[src/rtl/cpu_ctrl_pkg.sv]
// Shared control-word layout for the ID-stage control unit and the ctrl_pipe stage registers.
package cpu_ctrl_pkg;

    localparam int CW = 11;
    localparam int RW = 5;

    localparam int CTRL_ALUSRC   = 10;
    localparam int CTRL_MEMTOREG = 9;
    localparam int CTRL_REGWR_HI = 8;
    localparam int CTRL_REGWR_LO = 7;
    localparam int CTRL_MEMREAD  = 6;
    localparam int CTRL_MEMWRITE = 5;
    localparam int CTRL_BRANCH   = 4;
    localparam int CTRL_ALUOP_HI = 3;
    localparam int CTRL_ALUOP_LO = 2;
    localparam int CTRL_RS1FPU   = 1;
    localparam int CTRL_RS2FPU   = 0;

    localparam logic [1:0] REGWRITE_NONE = 2'b00;
    localparam logic [1:0] REGWRITE_INT  = 2'b01;
    localparam logic [1:0] REGWRITE_FP   = 2'b10;

    typedef enum logic [1:0] {
        ALU_ADD   = 2'b00,
        ALU_SUB   = 2'b01,
        ALU_FUNCT = 2'b10,
        ALU_FPU   = 2'b11
    } alu_op_e;

    localparam logic [CW-1:0] CTRL_NOP = '0;

    function automatic logic [1:0] regwrite_of(input logic [CW-1:0] cw);
        return cw[CTRL_REGWR_HI:CTRL_REGWR_LO];
    endfunction

endpackage

[src/rtl/ctrl_stage_reg.sv]
// One pipeline register holding {ctrl, rd}; hold wins over clear, clear loads a nop.
module ctrl_stage_reg
    import cpu_ctrl_pkg::*;
#(
    parameter int CW = cpu_ctrl_pkg::CW,
    parameter int RW = cpu_ctrl_pkg::RW
) (
    input  logic          clk,
    input  logic          rstn,
    input  logic          hold,
    input  logic          clear,
    input  logic [CW-1:0] ctrl_in,
    input  logic [RW-1:0] rd_in,
    output logic [CW-1:0] ctrl_q,
    output logic [RW-1:0] rd_q
);

    logic [CW-1:0] ctrl_d;
    logic [RW-1:0] rd_d;

    always_comb begin
        ctrl_d = ctrl_q;
        rd_d   = rd_q;
        if (!hold) begin
            if (clear) begin
                ctrl_d = '0;
                rd_d   = '0;
            end else begin
                ctrl_d = ctrl_in;
                rd_d   = rd_in;
            end
        end
    end

    always_ff @(posedge clk or negedge rstn) begin
        if (!rstn) begin
            ctrl_q <= '0;
            rd_q   <= '0;
        end else begin
            ctrl_q <= ctrl_d;
            rd_q   <= rd_d;
        end
    end

endmodule

[src/rtl/ctrl_pipe.sv]
// ID/EX, EX/MEM, MEM/WB control pipeline with load-use detection, flush and stall.
// Define CTRL_PIPE_PERF_EN to build the bubble counter; otherwise bubble_cnt reads 0.
module ctrl_pipe
    import cpu_ctrl_pkg::*;
#(
    parameter int CW = cpu_ctrl_pkg::CW,
    parameter int RW = cpu_ctrl_pkg::RW
) (
    input  logic          clk,
    input  logic          rstn,
    input  logic [CW-1:0] ctrl_id,
    input  logic [RW-1:0] rd_id,
    input  logic [RW-1:0] rs1_id,
    input  logic [RW-1:0] rs2_id,
    input  logic          mem_stall,
    input  logic          flush_ex,
    output logic          hazard_stall,
    output logic [CW-1:0] ctrl_ex,
    output logic [CW-1:0] ctrl_mem,
    output logic [CW-1:0] ctrl_wb,
    output logic [RW-1:0] rd_ex,
    output logic [RW-1:0] rd_mem,
    output logic [RW-1:0] rd_wb,
    output logic [31:0]   bubble_cnt
);

    logic [1:0] rw_ex;
    logic       ex_fp;
    logic       ex_writes;
    logic       reads_rs1;
    logic       reads_rs2;
    logic       hit_rs1;
    logic       hit_rs2;
    logic       kill_ex;

    // Integer writes to x0 are discarded, so they cannot feed a dependent instruction.
    assign rw_ex     = ctrl_ex[CTRL_REGWR_HI:CTRL_REGWR_LO];
    assign ex_fp     = ctrl_ex[CTRL_REGWR_HI];
    assign ex_writes = (rw_ex != REGWRITE_NONE) && !(!ex_fp && (rd_ex == '0));

    assign reads_rs1 = (ctrl_id != '0);
    assign reads_rs2 = reads_rs1 && (!ctrl_id[CTRL_ALUSRC] || ctrl_id[CTRL_MEMWRITE]);

    assign hit_rs1 = reads_rs1 && (rd_ex == rs1_id) && (ex_fp == ctrl_id[CTRL_RS1FPU]);
    assign hit_rs2 = reads_rs2 && (rd_ex == rs2_id) && (ex_fp == ctrl_id[CTRL_RS2FPU]);

    assign hazard_stall = ctrl_ex[CTRL_MEMREAD] && ex_writes && (hit_rs1 || hit_rs2);
    assign kill_ex      = flush_ex || hazard_stall;

    ctrl_stage_reg #(.CW(CW), .RW(RW)) u_id_ex (
        .clk     (clk),
        .rstn    (rstn),
        .hold    (mem_stall),
        .clear   (kill_ex),
        .ctrl_in (ctrl_id),
        .rd_in   (rd_id),
        .ctrl_q  (ctrl_ex),
        .rd_q    (rd_ex)
    );

    ctrl_stage_reg #(.CW(CW), .RW(RW)) u_ex_mem (
        .clk     (clk),
        .rstn    (rstn),
        .hold    (mem_stall),
        .clear   (1'b0),
        .ctrl_in (ctrl_ex),
        .rd_in   (rd_ex),
        .ctrl_q  (ctrl_mem),
        .rd_q    (rd_mem)
    );

    ctrl_stage_reg #(.CW(CW), .RW(RW)) u_mem_wb (
        .clk     (clk),
        .rstn    (rstn),
        .hold    (mem_stall),
        .clear   (1'b0),
        .ctrl_in (ctrl_mem),
        .rd_in   (rd_mem),
        .ctrl_q  (ctrl_wb),
        .rd_q    (rd_wb)
    );

`ifdef CTRL_PIPE_PERF_EN
    logic [31:0] bubble_cnt_q;
    logic [31:0] bubble_cnt_d;

    always_comb begin
        bubble_cnt_d = bubble_cnt_q;
        if (!mem_stall && kill_ex) begin
            bubble_cnt_d = bubble_cnt_q + 32'd1;
        end
    end

    always_ff @(posedge clk or negedge rstn) begin
        if (!rstn) begin
            bubble_cnt_q <= '0;
        end else begin
            bubble_cnt_q <= bubble_cnt_d;
        end
    end

    assign bubble_cnt = bubble_cnt_q;
`else
    assign bubble_cnt = 32'd0;
`endif

endmodule
[config.mk]
export PLATFORM = sky130hd
export DESIGN_NAME = ctrl_pipe
export DESIGN_NICKNAME = d
export VERILOG_FILES = /design/src/rtl/cpu_ctrl_pkg.sv /design/src/rtl/ctrl_stage_reg.sv /design/src/rtl/ctrl_pipe.sv
export SDC_FILE = /design/constraint.sdc
export NUM_CORES = 1
export LEC_CHECK = 0
export ABC_AREA = 0
export CAP_MARGIN = 20
export CORE_ASPECT_RATIO = 2
export CORE_MARGIN = 2
export CORE_UTILIZATION = 37
export CTS_BUF_LIST = sky130_fd_sc_hd__clkbuf_16
export CTS_CLUSTER_DIAMETER = 120
export DETAILED_ROUTE_END_ITERATION = 16
export PLACE_DENSITY_LB_ADDON = 0.05
export SLEW_MARGIN = 30
export SYNTH_ARGS = -nofsm -noshare
export SYNTH_HDL_FRONTEND = slang
export SYNTH_SLANG_ARGS = --single-unit
export TNS_END_PERCENT = 100
[constraint.sdc]
create_clock -name clk -period 2 [get_ports clk]
set_input_delay 0.4 -clock clk [delete_from_list [all_inputs] [get_ports clk]]
set_output_delay 0.4 -clock clk [all_outputs]
set_load 0.01 [all_outputs]
==> results.sh <==
export IMPL_detailed_routing_iterations_pass_1=2
export IMPL_grt_first_pass_wirelength_um=8160
export IMPL_wire_length_per_cell_um=13.5
export IMPL_cpMaxStageDelayCell="sky130_fd_sc_hd__a2111oi_4"
export IMPL_overflow=0
export IMPL_hold_path_class="input port to asynchronous set/reset pin"
export IMPL_fp_dieH_um=116
export IMPL_core_um2=6060
export IMPL_synth_avg_cell_area_um2=11.9
export IMPL_power_static_leakage_nw=1.65
export IMPL_synth_cells=195
export IMPL_drive_gt1_share_pct=33.0
export IMPL_clk_pin_slew_ns=0.06
export IMPL_initial_utilization_pct=38.5
export IMPL_timing_final_hold_violations=0
export IMPL_final_period_util_pct=120
export IMPL_clock_tree_buf_depth=2
export IMPL_post_place_cells=366
export IMPL_cts_root_buffer="sky130_fd_sc_hd__clkbuf_16"
export IMPL_grt_start_max_net_pins=34
export IMPL_worst_setup_path_end_kind="output pin"
export IMPL_final_min_clock_period_ns=2.40
export IMPL_timing_final_ws_setup_ns=-0.396
export IMPL_syn_cell_area_um2=2330
export IMPL_worst_path_buf_inv=1
export IMPL_cts_tree="built"
export IMPL_grt_antenna_before_repair=0
export IMPL_worstSetupPathType="register to output pin"
export IMPL_final_util_pct=59.0
export IMPL_fin_nets=326
export IMPL_crit_path_start_kind="register"
export IMPL_power_mw=2.74
export IMPL_cts_made_buffers=5
export IMPL_ir_drop_mv=0.359
export IMPL_timing_final_setup_violations=17
export IMPL_die_width_um=60.1
export IMPL_grt_setup_unrepaired="yes"
export IMPL_crit_required_ns=1.60
export IMPL_clock_insertion_delay_worst_skew_ns=0.28
export IMPL_core_rowCount=40
export IMPL_timing_critical_path_cells="xor2_2 > a2111oi_4 > nand4_2 > a2111oi_4 > buf_2"
export IMPL_first_global_vias=1690
export IMPL_most_common_layout_cells="66 x sky130_fd_sc_hd__clkdlybuf4s50_1, 45 x sky130_fd_sc_hd__dfrtp_1, 32 x sky130_fd_sc_hd__mux2_2, 32 x sky130_fd_sc_hd__conb_1, 28 x sky130_fd_sc_hd__nand2_1"
export IMPL_areaGrowthSynthToFinish_pct=53.4
export IMPL_clock_skew_ns=0.00578
export IMPL_grt_util_all_layers_pct=15.4
export IMPL_detailedRoute_firstIterationViolations=36
export IMPL_dp_hpwl_um=3770
export IMPL_worst_path_max_fanout=2
export IMPL_gpl_final_weighted_congestion=0.720
export IMPL_final_common_cell="sky130_fd_sc_hd__clkdlybuf4s50_1"
export IMPL_drc=0
export IMPL_synthDistinctLibCells=20
export IMPL_floorplan_die_area_um2=6980
export IMPL_violations_in_the_final_reports="negative setup slack"
export IMPL_cts_sinks=48
export IMPL_fmax_mhz=417
export IMPL_power_per_cell_area_nw_per_um2=766
export IMPL_outcome="finished, violations left"
export IMPL_synth_yosys_seq_area_share_pct=51.6
export IMPL_numPortBuffers=78
export IMPL_antenna_diode_count=0
export IMPL_report_final_slew_viol_count=0
export IMPL_stdcell_count=381
export IMPL_crit_top_cell="sky130_fd_sc_hd__a2111oi_4"
export IMPL_vias=1678
export IMPL_drt_antenna_violating_nets=0
export IMPL_htree_num_levels=2
export IMPL_cp_top_family="compound AO/OA/AOI/OAI gates"
export IMPL_ys_seq_elements=48
export IMPL_route_final_wire_length_um=5160
export IMPL_critPathMaxStageDelay_ns=0.45
export IMPL_yosysWarningCount=0
export IMPL_critical_path_arrival_ns=2.00
export IMPL_ioPinCount=111
export IMPL_vias_per_cell=4.40
export IMPL_cap_viol_max_count=0
## kinds of logic after synthesis
family	count (synthesis)	share of synthesized area, %
DFF	48	51.6
buffers and inverters	46	12.9
and+or+nand+nor	37	7.09
muxes	32	15.5
AOI/OAI and AO/OA	19	8.27
xor gates and xnor gates	12	4.51
other	1	0.161
## worst paths after layout
check	from	endpoint	slack, ns	depth (start not counted)
worst max-delay path	u_id_ex.rd_q[4]	hazard_stall	-0.40	5
worst min-delay path	rstn	u_mem_wb.ctrl_q[1]	0.03	1
worst max register to register	u_id_ex.rd_q[4]	u_id_ex.ctrl_q[4]	-0.11	8
worst min register to register	u_mem_wb.ctrl_q[4]	u_mem_wb.ctrl_q[4]	0.50	1
max in group asynchronous	rstn	u_id_ex.rd_q[3]	1.46	2
min in group clk	u_mem_wb.ctrl_q[4]	u_mem_wb.ctrl_q[4]	0.50	1
## cell type report
cell class	count	area, µm²
fillers	540	2480
flip-flops and latches	48	1200
multi-input cells	132	1070
repair buffers	103	1000
clock buffers	5	125
well taps	84	105
clock inverters	3	38.8
inverters	6	22.5
## report_power, final
| part | internal, mW | total (mW) | switching, mW |
|---|---|---|---|
| logic | 0.387 | 0.659 | 0.273 |
| clock network | 0.583 | 0.926 | 0.343 |
| registers | 1.08 | 1.15 | 0.0702 |
## sequential cells by signal, indices dropped and copies added (netlist names)
signal           flops
u_ex_mem.ctrl_q     11
u_id_ex.ctrl_q      11
u_mem_wb.ctrl_q     11
u_ex_mem.rd_q        5
u_id_ex.rd_q         5
u_mem_wb.rd_q        5
## stage by stage
stage	TNS, ns	hold WS, ns	setup slack [ns]	instance area, µm²
after floorplan	-0.220	0.104	-0.220	2460
after global placement	-9.02	0.353	-0.969	3220
after detailed placement	-9.10	0.345	-0.966	3220
after CTS	-2.49	0.0425	-0.489	3510
after global routing	-2.99	0.0622	-0.514	3570
final	-0.983	0.0315	-0.396	3570
## per-layer routing
| metal | global-route usage, % | share of wire [%] | vias to the layer above | routed length [µm] |
|---|---|---|---|---|
| li1 | - | - | 790 | - |
| met1 | 18.3 | 38 | 825 | 1980 |
| met2 | 26.4 | 55 | 59 | 2830 |
| met3 | 3.54 | 5.4 | 4 | 278 |
| met4 | 5.78 | 1.4 | 0 | 70 |
| met5 | 0 | 0 | - | 0 |
## Yosys cell counts, drive strengths merged
cell type   n  area share, %
nand4       1           0.54
xnor2       5            1.9
nand2      28            4.5
nor4        4            1.1
nand3       1           0.21
dfrtp      48             52
clkbuf      7            1.1
buf        33             11
inv         6           0.97
conb        1           0.16
mux2       32             15
nor2        1           0.16
o21ai      12            4.0
nor3        1           0.21
or4         1           0.38
xor2        7            2.6
a2111oi     2            2.4
o41ai       5            1.9
## worst register-to-register path, cell delays in order (launching register included)
cell and delay, ns:
sky130_fd_sc_hd__dfrtp_2 0.42, sky130_fd_sc_hd__xor2_2 0.16, sky130_fd_sc_hd__a2111oi_4 0.33, sky130_fd_sc_hd__nand4_2 0.16, sky130_fd_sc_hd__a2111oi_4 0.45, sky130_fd_sc_hd__buf_4 0.21, sky130_fd_sc_hd__buf_12 0.14, sky130_fd_sc_hd__buf_6 0.10
sky130_fd_sc_hd__o21ai_2 0.04
## repair_timing
action,in CTS,in global routing
gates cloned,1,0
buffers inserted,6,1
pin swaps,10,8
setup endpoints to repair,17,17
hold buffers,0,0
gates resized for setup,30,13
(Power assumes the default switching activity.)
